**src/rtl/address_generator_if.sv**
```systemverilog
// ---------------------------------------------------------------------------
// address_generator_if
// Control and address bus between the convolution controller and the
// address generator.
//   ldAdr   : controller -> generator, reload all pointers
//   rstX    : controller -> generator, start the next IFM window
//   sel     : controller -> generator, source select (x / y / z / hold)
//   reMem   : controller -> generator, memory read this cycle
//   weMem   : controller -> generator, memory write this cycle
//   adr     : generator -> memory,     shared memory address
//   winDone : generator -> controller, current window fully read
//   doneAdr : generator -> controller, last window fully read
// Modports: master = controller side, slave = address generator side.
// ---------------------------------------------------------------------------
interface address_generator_if #(
    parameter int ADDR_W = 16
) ();
    logic              ldAdr;
    logic              rstX;
    logic [1:0]        sel;
    logic              reMem;
    logic              weMem;
    logic [ADDR_W-1:0] adr;
    logic              winDone;
    logic              doneAdr;

    modport master (
        output ldAdr, rstX, sel, reMem, weMem,
        input  adr, winDone, doneAdr
    );

    modport slave (
        input  ldAdr, rstX, sel, reMem, weMem,
        output adr, winDone, doneAdr
    );
endinterface

```
**src/rtl/address_generator.sv**
```systemverilog
// ---------------------------------------------------------------------------
// address_generator
// Address generator for the convolution datapath. Keeps three independent
// pointers: the IFM window pointer (x), the filter pointer (y) and the OFM
// pointer (z), and drives the shared memory address from the selected one.
// Ports:
//   clk    : clock, all state changes on the rising edge
//   rstN   : asynchronous active-low reset
//   bus_io : address_generator_if.slave (ldAdr, rstX, sel, reMem, weMem in;
//            adr, winDone, doneAdr out)
// The address is combinational from state and sel so the memory can sample
// it in the same cycle as reMem/weMem. IFM row offsets are accumulated with
// adders instead of being multiplied out.
// ---------------------------------------------------------------------------
module address_generator #(
    parameter int ADDR_W    = 16,
    parameter int IFM_BASE  = 0,
    parameter int FILT_BASE = 64,
    parameter int OFM_BASE  = 128,
    parameter int IFM_W     = 8,
    parameter int IFM_H     = 8,
    parameter int K         = 3,
    parameter int N         = 2
) (
    input  logic                 clk,
    input  logic                 rstN,
    address_generator_if.slave   bus_io
);

    localparam int KK   = K * K;
    localparam int NKK  = N * KK;
    localparam int IJ_W = (K > 1) ? $clog2(K) : 1;
    localparam int XC_W = $clog2(KK + 1);
    localparam int FC_W = $clog2(NKK + 1);

    localparam logic [1:0] SEL_X    = 2'b00;
    localparam logic [1:0] SEL_Y    = 2'b01;
    localparam logic [1:0] SEL_Z    = 2'b10;
    localparam logic [1:0] SEL_HOLD = 2'b11;

    localparam logic [ADDR_W-1:0] IFM_BASE_A  = ADDR_W'(IFM_BASE);
    localparam logic [ADDR_W-1:0] FILT_BASE_A = ADDR_W'(FILT_BASE);
    localparam logic [ADDR_W-1:0] OFM_BASE_A  = ADDR_W'(OFM_BASE);
    localparam logic [ADDR_W-1:0] ROW_STEP_A  = ADDR_W'(IFM_W);
    localparam logic [ADDR_W-1:0] C0_LAST     = ADDR_W'(IFM_W - K);
    localparam logic [ADDR_W-1:0] R0_LAST     = ADDR_W'(IFM_H - K);
    localparam logic [ADDR_W-1:0] ADDR_ZERO   = ADDR_W'(0);
    localparam logic [ADDR_W-1:0] ADDR_ONE    = ADDR_W'(1);
    localparam logic [IJ_W-1:0]   IJ_ZERO     = IJ_W'(0);
    localparam logic [IJ_W-1:0]   IJ_ONE      = IJ_W'(1);
    localparam logic [IJ_W-1:0]   IJ_LAST     = IJ_W'(K - 1);
    localparam logic [XC_W-1:0]   XC_ZERO     = XC_W'(0);
    localparam logic [XC_W-1:0]   XC_ONE      = XC_W'(1);
    localparam logic [XC_W-1:0]   XC_FULL     = XC_W'(KK);
    localparam logic [XC_W-1:0]   XC_LASTRD   = XC_W'(KK - 1);
    localparam logic [FC_W-1:0]   FC_ZERO     = FC_W'(0);
    localparam logic [FC_W-1:0]   FC_ONE      = FC_W'(1);
    localparam logic [FC_W-1:0]   FC_FULL     = FC_W'(NKK);

    // Window origin and intra-window offsets
    logic [ADDR_W-1:0] r0_q, r0_d;
    logic [ADDR_W-1:0] c0_q, c0_d;
    logic [IJ_W-1:0]   i_q, i_d;
    logic [IJ_W-1:0]   j_q, j_d;
    // org_row = r0*IFM_W, cur_row = (r0+i)*IFM_W, both kept incrementally
    logic [ADDR_W-1:0] org_row_q, org_row_d;
    logic [ADDR_W-1:0] cur_row_q, cur_row_d;
    logic [XC_W-1:0]   xcnt_q, xcnt_d;
    logic [FC_W-1:0]   fcnt_q, fcnt_d;
    logic [ADDR_W-1:0] zptr_q, zptr_d;
    logic              first_win_q, first_win_d;
    logic [1:0]        last_sel_q, last_sel_d;
    logic              done_q, done_d;

    logic [1:0]        eff_sel_s;
    logic              x_step_s;
    logic              y_step_s;
    logic              at_last_s;
    logic [ADDR_W-1:0] x_adr_s;
    logic [ADDR_W-1:0] adr_s;

    // Effective source select and pointer-step qualifiers
    always_comb begin
        if (bus_io.sel == SEL_HOLD) begin
            eff_sel_s = last_sel_q;
        end else begin
            eff_sel_s = bus_io.sel;
        end
        x_step_s  = bus_io.reMem && (eff_sel_s == SEL_X) && (xcnt_q < XC_FULL);
        y_step_s  = bus_io.reMem && (eff_sel_s == SEL_Y) && (fcnt_q < FC_FULL);
        at_last_s = (r0_q == R0_LAST) && (c0_q == C0_LAST);
        x_adr_s   = IFM_BASE_A + cur_row_q + c0_q + ADDR_W'(j_q);
    end

    // Memory address mux, zero latency from sel
    always_comb begin
        adr_s = x_adr_s;
        case (eff_sel_s)
            SEL_X:   adr_s = x_adr_s;
            SEL_Y:   adr_s = FILT_BASE_A + ADDR_W'(fcnt_q);
            SEL_Z:   adr_s = zptr_q;
            default: adr_s = x_adr_s;
        endcase
    end

    // Next-state logic: ldAdr over rstX over pointer steps
    always_comb begin
        r0_d        = r0_q;
        c0_d        = c0_q;
        i_d         = i_q;
        j_d         = j_q;
        org_row_d   = org_row_q;
        cur_row_d   = cur_row_q;
        xcnt_d      = xcnt_q;
        fcnt_d      = fcnt_q;
        zptr_d      = zptr_q;
        first_win_d = first_win_q;
        last_sel_d  = last_sel_q;
        done_d      = done_q;

        if (bus_io.ldAdr) begin
            r0_d        = ADDR_ZERO;
            c0_d        = ADDR_ZERO;
            i_d         = IJ_ZERO;
            j_d         = IJ_ZERO;
            org_row_d   = ADDR_ZERO;
            cur_row_d   = ADDR_ZERO;
            xcnt_d      = XC_ZERO;
            fcnt_d      = FC_ZERO;
            zptr_d      = OFM_BASE_A;
            first_win_d = 1'b1;
            last_sel_d  = SEL_X;
            done_d      = 1'b0;
        end else begin
            if (bus_io.sel != SEL_HOLD) begin
                last_sel_d = bus_io.sel;
            end else begin
                last_sel_d = last_sel_q;
            end

            if (bus_io.rstX) begin
                i_d    = IJ_ZERO;
                j_d    = IJ_ZERO;
                xcnt_d = XC_ZERO;
                // The first rstX after a reload only arms the walk; origin stays
                if (first_win_q) begin
                    first_win_d = 1'b0;
                    cur_row_d   = org_row_q;
                end else if (c0_q < C0_LAST) begin
                    c0_d      = c0_q + ADDR_ONE;
                    cur_row_d = org_row_q;
                end else if (r0_q < R0_LAST) begin
                    c0_d      = ADDR_ZERO;
                    r0_d      = r0_q + ADDR_ONE;
                    org_row_d = org_row_q + ROW_STEP_A;
                    cur_row_d = org_row_q + ROW_STEP_A;
                end else begin
                    // Last window: origin stays put
                    cur_row_d = org_row_q;
                end
            end else if (x_step_s) begin
                xcnt_d = xcnt_q + XC_ONE;
                // The final read of a window leaves i/j on the last word
                if (xcnt_q == XC_LASTRD) begin
                    if (at_last_s) begin
                        done_d = 1'b1;
                    end else begin
                        done_d = done_q;
                    end
                end else if (j_q == IJ_LAST) begin
                    j_d       = IJ_ZERO;
                    i_d       = i_q + IJ_ONE;
                    cur_row_d = cur_row_q + ROW_STEP_A;
                end else begin
                    j_d = j_q + IJ_ONE;
                end
            end else begin
                xcnt_d = xcnt_q;
            end

            if (y_step_s) begin
                fcnt_d = fcnt_q + FC_ONE;
            end else begin
                fcnt_d = fcnt_q;
            end

            if (bus_io.weMem) begin
                zptr_d = zptr_q + ADDR_ONE;
            end else begin
                zptr_d = zptr_q;
            end
        end
    end

    // State registers with asynchronous active-low reset
    always_ff @(posedge clk or negedge rstN) begin
        if (!rstN) begin
            r0_q        <= ADDR_ZERO;
            c0_q        <= ADDR_ZERO;
            i_q         <= IJ_ZERO;
            j_q         <= IJ_ZERO;
            org_row_q   <= ADDR_ZERO;
            cur_row_q   <= ADDR_ZERO;
            xcnt_q      <= XC_ZERO;
            fcnt_q      <= FC_ZERO;
            zptr_q      <= OFM_BASE_A;
            first_win_q <= 1'b1;
            last_sel_q  <= SEL_X;
            done_q      <= 1'b0;
        end else begin
            r0_q        <= r0_d;
            c0_q        <= c0_d;
            i_q         <= i_d;
            j_q         <= j_d;
            org_row_q   <= org_row_d;
            cur_row_q   <= cur_row_d;
            xcnt_q      <= xcnt_d;
            fcnt_q      <= fcnt_d;
            zptr_q      <= zptr_d;
            first_win_q <= first_win_d;
            last_sel_q  <= last_sel_d;
            done_q      <= done_d;
        end
    end

    assign bus_io.adr     = adr_s;
    assign bus_io.winDone = (xcnt_q == XC_FULL);
    assign bus_io.doneAdr = done_q;

endmodule

```
**src/flat_wrapper.sv**
```systemverilog
// flat-port wrapper written by rule: the top's interface ports become plain ports
module address_generator_flat 
#(
    parameter int ADDR_W    = 16,
    parameter int IFM_BASE  = 0,
    parameter int FILT_BASE = 64,
    parameter int OFM_BASE  = 128,
    parameter int IFM_W     = 8,
    parameter int IFM_H     = 8,
    parameter int K         = 3,
    parameter int N         = 2
)
  (clk, rstN, bus_io_ldAdr, bus_io_rstX, bus_io_sel, bus_io_reMem, bus_io_weMem, bus_io_adr, bus_io_winDone, bus_io_doneAdr);
  address_generator_if #(.ADDR_W(ADDR_W)) bus_io_i ();
  input  logic clk;
  input  logic rstN;
  input wire logic [$bits(bus_io_i.ldAdr)-1:0] bus_io_ldAdr;
  input wire logic [$bits(bus_io_i.rstX)-1:0] bus_io_rstX;
  input wire logic [$bits(bus_io_i.sel)-1:0] bus_io_sel;
  input wire logic [$bits(bus_io_i.reMem)-1:0] bus_io_reMem;
  input wire logic [$bits(bus_io_i.weMem)-1:0] bus_io_weMem;
  output wire logic [$bits(bus_io_i.adr)-1:0] bus_io_adr;
  output wire logic [$bits(bus_io_i.winDone)-1:0] bus_io_winDone;
  output wire logic [$bits(bus_io_i.doneAdr)-1:0] bus_io_doneAdr;
  assign bus_io_i.ldAdr = bus_io_ldAdr;
  assign bus_io_i.rstX = bus_io_rstX;
  assign bus_io_i.sel = bus_io_sel;
  assign bus_io_i.reMem = bus_io_reMem;
  assign bus_io_i.weMem = bus_io_weMem;
  assign bus_io_adr = bus_io_i.adr;
  assign bus_io_winDone = bus_io_i.winDone;
  assign bus_io_doneAdr = bus_io_i.doneAdr;
  address_generator #(.ADDR_W(ADDR_W), .IFM_BASE(IFM_BASE), .FILT_BASE(FILT_BASE), .OFM_BASE(OFM_BASE), .IFM_W(IFM_W), .IFM_H(IFM_H), .K(K), .N(N)) u_core (.clk(clk), .rstN(rstN), .bus_io(bus_io_i));
endmodule
```
**config.mk**
```make
export PLATFORM = sky130hd
export DESIGN_NAME = address_generator_flat
export DESIGN_NICKNAME = d
export VERILOG_FILES = /design/src/rtl/address_generator_if.sv /design/src/rtl/address_generator.sv /design/src/flat_wrapper.sv
export SDC_FILE = /design/constraint.sdc
export NUM_CORES = 1
export LEC_CHECK = 0
export CORE_ASPECT_RATIO = 0.5
export CORE_MARGIN = 5
export CORE_UTILIZATION = 40
export DETAILED_ROUTE_END_ITERATION = 10
export GPL_TIMING_DRIVEN = 1
export PLACE_DENSITY = 0.66
export RECOVER_POWER = 50
export SLEW_MARGIN = 0
export SYNTH_ARGS = -nofsm -noshare
export SYNTH_HDL_FRONTEND = slang
export SYNTH_SLANG_ARGS = --single-unit
```
**constraint.sdc**
```tcl
create_clock -name clk -period 4.6 [get_ports clk]
set_input_delay 0.92 -clock clk [delete_from_list [all_inputs] [get_ports clk]]
set_output_delay 0.92 -clock clk [all_outputs]
set_load 0.1 [all_outputs]
```
==> results of run 1 <==
[final timing paths]
kind | from | to | slack, ns | depth (start not counted)
max reg2reg | u_core.r0_q[0] | u_core.org_row_q[13] | 1.96 | 8
min | u_core.r0_q[8] | u_core.r0_q[8] | 0.50 | 1
max in group asynchronous | rstN | u_core.zptr_q[11] | 0.93 | 1
min in group asynchronous | rstN | u_core.xcnt_q[1] | 1.74 | 1
min reg2reg | u_core.r0_q[8] | u_core.r0_q[8] | 0.50 | 1
max | u_core.cur_row_q[1] | bus_io_adr[13] | 0.22 | 10
[synth_stat cells, types with 5 or more instances]
library cell | instances | share of area (%)
ha_1 | 44 | 9.5
nor3_2 | 6 | 1.0
a21oi_1 | 43 | 3.7
dfrtp_1 | 88 | 38
or2_2 | 5 | 0.54
xnor2_1 | 32 | 4.9
nand3_1 | 20 | 1.7
a31oi_1 | 5 | 0.54
clkbuf_1 | 15 | 0.98
buf_2 | 5 | 0.43
a21o_1 | 7 | 0.91
xor2_1 | 21 | 3.2
or3_1 | 8 | 0.87
nand4_1 | 14 | 1.5
o21ai_0 | 24 | 2.1
and3_1 | 13 | 1.4
mux2i_1 | 7 | 1.2
inv_1 | 28 | 1.8
nor3_1 | 20 | 1.7
a41oi_1 | 5 | 0.76
nor2b_1 | 15 | 1.6
nand2_1 | 34 | 2.2
o22ai_1 | 6 | 0.65
and4_1 | 5 | 0.76
nor2_1 | 76 | 4.9
[per-stage QoR]
stage | worst slack (ns) | hold slack [ns]
global placement | 0.476 | 0.481
floorplan | -0.460 | 0.465
detailed placement | 0.411 | 0.491
CTS | 0.212 | 0.506
finish | 0.216 | 0.505
global route | 0.0851 | 0.523
[cell type report]
| type | count | share of cell area [%] |
|---|---|---|
| Clock buffer | 11 | 3.48 |
| Clock inverter | 5 | 0.917 |
| Inverter | 28 | 1.57 |
| Multi-Input combinational cell | 478 | 50.1 |
| Sequential cell | 90 | 33.7 |
| Tap cell | 198 | 3.70 |
| Timing Repair Buffer | 31 | 6.53 |
[flip-flops by register name (all words and copies together) (netlist names)]
name / count
u_core.bus_io.doneAdr: 1
u_core.zptr_q: 16
u_core.xcnt_q: 4
u_core.first_win_q: 1
u_core.j_q: 2
u_core.last_sel_q: 2
u_core.c0_q: 16
u_core.r0_q: 16
u_core.org_row_q: 13
u_core.cur_row_q: 14
u_core.fcnt_q: 5
[critical path, cell delays in order, from the launching register on]
cell and delay (ns):
dfrtp_1 0.42, fa_1 0.49, ha_2 0.20, fa_2 0.39, a211oi_2 0.29, o21a_1 0.18, nor3_1 0.07, o31a_1 0.29
or4b_1 0.46, nand3_1 0.15, buf_12 0.19
[routing by layer]
layer  vias to the layer above  routed length [um]
met5                         -                   0
met4                         0                 229
met3                        21                 566
met2                        96                6100
met1                      2236                6790
li1                       2246                   -
[cell families after synthesis]
group,count (synthesis)
xor+xnor,53
buf+inv,52
simple gates,238
flops,90
compound gates,132
mux,8
fa+ha+maj,47
[power by group through the flow]
stage          Sequential, mW  Combinational (mW)  Clock [mW]
3_3_place_gp            0.834               0.307           0
3_5_place_dp            0.835               0.310           0
2_1_floorplan           0.831               0.199           0
6_report                0.820               0.308       0.748
4_1_cts                 0.820               0.312       0.772
5_1_grt                 0.822               0.331       0.797
==> results.yml, run 1 <==
floorplan:
  chipHeight_um: 95.0
  coreArea_mm2: 0.0143
  die_w_um: 180
  pin_count: 26
  start_util_pct: 40.3
  die-area_mm2: 0.0171
  std_cell_rows: 31
yosys:
  synth_top_family_by_area: "simple AND/OR/NAND/NOR gates"
  synth_cell_type_count: 67
  ys_seq_area_share_pct: 39.1
  synth_xor_xnor_area_share_pct: 8.04
  synth-edff-count: 0
  ys_ff_latch: 90
  synth-simple-area-share_pct: 21.7
  synthMuxAreaShare_pct: 1.41
  synth_fp_nets: 675
  synth_cells: 620
  synthFlopType: "dfrtp_1"
  synthAdderAreaFrac_pct: 10.6
  postSynthAreaPerCell_um2: 9.31
  synth_compound_area_share_pct: 15.6
  syn-cell-area_mm2: 0.00577
  ys_warn_count: 0
  async_flop_share_pct: 100
global_route:
  grt_pass1_vias: 4440
  gr-usage-met2_pct: 26.0
  gr-max-usage-layer: "met2"
  grt_overflow: 0
  grtUsageMet1_pct: 23.0
  grt_pass1_wl_mm: 22.7
  antenna_found_initial: 0
  grt_max_degree: 63
  grt_usage_pct: 16.4
  grt_util_met3_pct: 3.35
timing:
  hold_violations: 0
  drv_slew: 121
  clock_skew_ns: 0.0112
  rsz0062_at_grt: "false"
  tightest_slew_ns: 3.43
  slew_headroom_pct: -129
  max_freq_mhz: 228
  setup_viol_count_final: 0
  min_period_over_period_pct: 95.3
  finalCriticalPeriod_ns: 4.38
  tns_ns: 0
power:
  ir_drop_v: 0.000162
  p_int_mw: 1.33
  seqPwrFrac_pct: 43.7
  finalPower_mw: 1.88
  leakage_nw: 2.94
  power.share.switching_pct: 29.2
  comb_power_share_pct: 16.4
  power.switching_mw: 0.547
  clkPwrFrac_pct: 39.9
  p_per_area_mw_per_mm2: 281
cts:
  post_cts_buffers: 0
  htree_levels: 3
  clock_latency_ns: 0.35
  post_cts_resized: 0
  cts_tree: "yes"
  clockBufferDepth: 2
  cts_hold_buf: 0
  cts_root_buf: "clkbuf_16"
  clk_pin_slew_worst_paths_ns: 0.07
  cts.sinks: 90
  cts_made_buffers: 9
setup_path:
  crit_path_start_kind: "flip-flop"
  crit_path_end_kind: "output port"
  worstPathArrival_ns: 3.46
  critPathRequiredTime_ns: 3.68
  critPathMaxFanout: 3
  critPathKind: "reg -> out"
cells_and_area:
  final_common_cell: "dfrtp_1"
  layout.nets: 693
  final_cells: 841
  final_cell_mix: "88 x dfrtp_1, 76 x nor2_1, 43 x ha_1, 40 x a21oi_1, 34 x nand2_1"
  drive_gt1_share_pct: 10.6
  fillCellCount: 1343
  final_util_pct: 46.7
  ff_latch_area_mm2: 0.00225
  finalInstanceArea_mm2: 0.00669
  multi_input_area_mm2: 0.00335
  diodes: 0
  area_delta_synth_final_pct: 15.9
placement:
  place_area_mm2: 0.00641
  placedCellCount: 825
  io_buffers: 25
  gp_routability_congestion: 0.937
  dp_hpwl_mm: 9.92
drt:
  drt-initial-drc-count: 338
  routed_via_density: 5.47
  drt.antenna.violating_nets: 0
  num_vias: 4599
  route.detailed.drc: 0
  drtPass1Iterations: 5
  routedWlPerCell_um: 16.3
  wirelength_mm: 13.7
run_status:
  status: "finished with violations"
  violations: "capacitance limit, slew limit"
worst_hold_path:
  hold_class: "reg -> reg"
run:
  drv_cap: 2
No activity file was read; power rests on OpenSTA's default activity.
==> run 2: changes to the inputs <==
--- a/config.mk
+++ b/config.mk
@@ -5,13 +5,12 @@
 export SDC_FILE = /design/constraint.sdc
 export NUM_CORES = 1
 export LEC_CHECK = 0
-export CORE_ASPECT_RATIO = 0.5
+export CAP_MARGIN = 20
 export CORE_MARGIN = 5
 export CORE_UTILIZATION = 40
 export DETAILED_ROUTE_END_ITERATION = 10
 export GPL_TIMING_DRIVEN = 1
 export PLACE_DENSITY = 0.66
-export RECOVER_POWER = 50
 export SLEW_MARGIN = 0
 export SYNTH_ARGS = -nofsm -noshare
 export SYNTH_HDL_FRONTEND = slang
==> run 2 against run 1 <==
Net effect:
- fmax fell by 0.28%
- worst hold slack got worse by 0.0029 ns
- non-clock buffer count did not move
- final cell count fell by 1.7%
- sequential share of layout area fell by 0.29 points
- critical endpoint unchanged
- the run now ends clean
- largest power group is now the clock network
- combinational power barely moved
- setup slack got worse by 0.012 ns
==> results.yml, run 2 (synthesized netlist as in run 1, its figures left out) <==
drt:
  routed_via_density: 5.57
  routedWlPerCell_um: 15.8
  route.detailed.drc: 0
  drt.antenna.violating_nets: 0
  drtPass1Iterations: 4
  wirelength_mm: 13.1
  num_vias: 4608
  drt-initial-drc-count: 273
power:
  power.switching_mw: 0.534
  leakage_nw: 2.97
  clkPwrFrac_pct: 43.1
  power.share.switching_pct: 26.9
  comb_power_share_pct: 15.5
  p_int_mw: 1.45
  seqPwrFrac_pct: 41.4
  p_per_area_mw_per_mm2: 294
  ir_drop_v: 0.000200
global_route:
  grtUsageMet1_pct: 21.9
  grt_util_met3_pct: 2.95
  grt_pass1_vias: 4544
  grt_max_degree: 61
  gr-max-usage-layer: "met2"
  grt_pass1_wl_mm: 22.3
  grt_overflow: 0
  antenna_found_initial: 0
  grt_usage_pct: 16.4
  gr-usage-met2_pct: 26.4
setup_path:
  cp_num_buf_inv: 1
  crit_path_start_kind: "flip-flop"
  critPathRequiredTime_ns: 3.68
  worstPathArrival_ns: 3.48
  cpPeakStageDelay_ns: 0.50
  critPathSlowestCell: "fa_1"
  cp_top_family: "adder cells"
  path_cells: "fa_1 -> ha_2 -> fa_2 -> a211oi_4 -> o21a_1 -> nor3_1 -> o31a_1 -> or4b_1 -> nand3_1 -> buf_12"
  crit_path_end_kind: "output port"
  critPathMaxFanout: 3
  critPathKind: "reg -> out"
cells_and_area:
  final_cell_mix: "88 x dfrtp_1, 76 x nor2_1, 43 x ha_1, 40 x a21oi_1, 34 x nand2_1"
  drive_gt1_share_pct: 11.4
  ff_latch_area_mm2: 0.00225
  layout.nets: 693
  multi_input_area_mm2: 0.00336
  area_delta_synth_final_pct: 16.9
  diodes: 0
  top_regs: "u_core.c0_q (16), u_core.r0_q (16), u_core.zptr_q (16)"
  finalInstanceArea_mm2: 0.00675
  final_cells: 827
  fillCellCount: 1322
  final_common_cell: "dfrtp_1"
timing:
  setup_viol_count_final: 0
  hold_violations: 0
  min_period_over_period_pct: 95.6
  tns_ns: 0
  clock_skew_ns: 0.00791
  tightest_slew_ns: 0.978
  finalCriticalPeriod_ns: 4.40
  slew_headroom_pct: 34.6
  hold_ws_ns: 0.502
  max_freq_mhz: 227
  drv_slew: 0
floorplan:
  chipHeight_um: 130
  std_cell_rows: 44
  pin_count: 26
  start_util_pct: 40.2
  die-area_mm2: 0.0169
  coreArea_mm2: 0.0144
  die_w_um: 130
run_status:
  status: "completed"
worst_hold_path:
  hold_class: "reg -> reg"
run:
  drv_cap: 0
cts:
  post_cts_buffers: 0
  cts_root_buf: "clkbuf_16"
  cts_tree: "yes"
  clockBufferDepth: 2
  htree_levels: 3
  clk_pin_slew_worst_paths_ns: 0.06
  clock_latency_ns: 0.34
  cts.sinks: 90
  cts_hold_buf: 0
  cts_made_buffers: 9
placement:
  placedCellCount: 811
  dp_hpwl_mm: 9.70
  gp_routability_congestion: 0.882
  io_buffers: 25
  place_area_mm2: 0.00639
==> run 2: cell types whose count changed in the layout (fill, tap and decap cells not counted), sizes merged <==
cell	delta
bufinv	+2
clkinvlp	+1
inv	-1
clkbuf	-4
buf	+3
clkinv	-1
==> run 2: area by class of cell <==
cell class,count,share of cell area [%]
clock inverter,6,1.65
tap,184,3.41
clock buffer,10,3.54
sequential,90,33.4
inverter,28,1.56
timing repair buffer,31,6.64
multi-input combinational,478,49.8
==> run 2: final timing paths <==
kind | from | endpoint | slack [ns] | depth (start not counted)
setup / recovery | u_core.cur_row_q[1] | bus_io_adr[13] | 0.20 | 10
hold / removal | u_core.r0_q[9] | u_core.r0_q[9] | 0.50 | 1
hold reg to reg | u_core.r0_q[9] | u_core.r0_q[9] | 0.50 | 1
setup reg to reg | u_core.r0_q[0] | u_core.org_row_q[9] | 2.04 | 8
max in group asynchronous | rstN | u_core.first_win_q | 3.01 | 2
min in group asynchronous | rstN | u_core.zptr_q[14] | 0.64 | 1
==> run 2: worst register-to-register path: cells and delay by family (launching register included) <==
family | cells | cell delay [ns]
xor gates and xnor gates | 1 | 0.17
adders and majority gates | 1 | 0.16
buffers and inverters | 2 | 0.15
AOI/OAI and AO/OA | 2 | 1.08
and+or+nand+nor | 2 | 0.46
DFF | 1 | 0.41
==> run 2: routing by layer <==
layer  vias to the layer above  share of wire, %
met5                         -                 0
met4                         0               2.7
met3                        25               3.2
met2                        73                49
met1                      2263                45
li1                       2247                 -
==> run 2: metrics by stage <==
stage	worst slack [ns]	power, mW	utilization (%)
2_1_floorplan	-0.460	1.03	-
3_3_place_gp	0.368	1.14	44.5
3_5_place_dp	0.252	1.14	44.5
4_1_cts	0.180	2.00	46.9
5_1_grt	-0.00928	2.06	47.0
6_report	0.204	1.98	47.0
==> run 2: power groups by stage <==
stage | clock network (mW) | logic, mW | registers (mW)
detailed placement | 0 | 0.308 | 0.836
CTS | 0.873 | 0.310 | 0.821
finish | 0.855 | 0.308 | 0.821
floorplan | 0 | 0.199 | 0.831
global placement | 0 | 0.305 | 0.835
global route | 0.907 | 0.330 | 0.823
==> run 2: timing repair <==
item / CTS / global route
resized for setup: 0 / 1
setup endpoints to repair: 0 / 1
hold endpoints to repair: 0 / 0
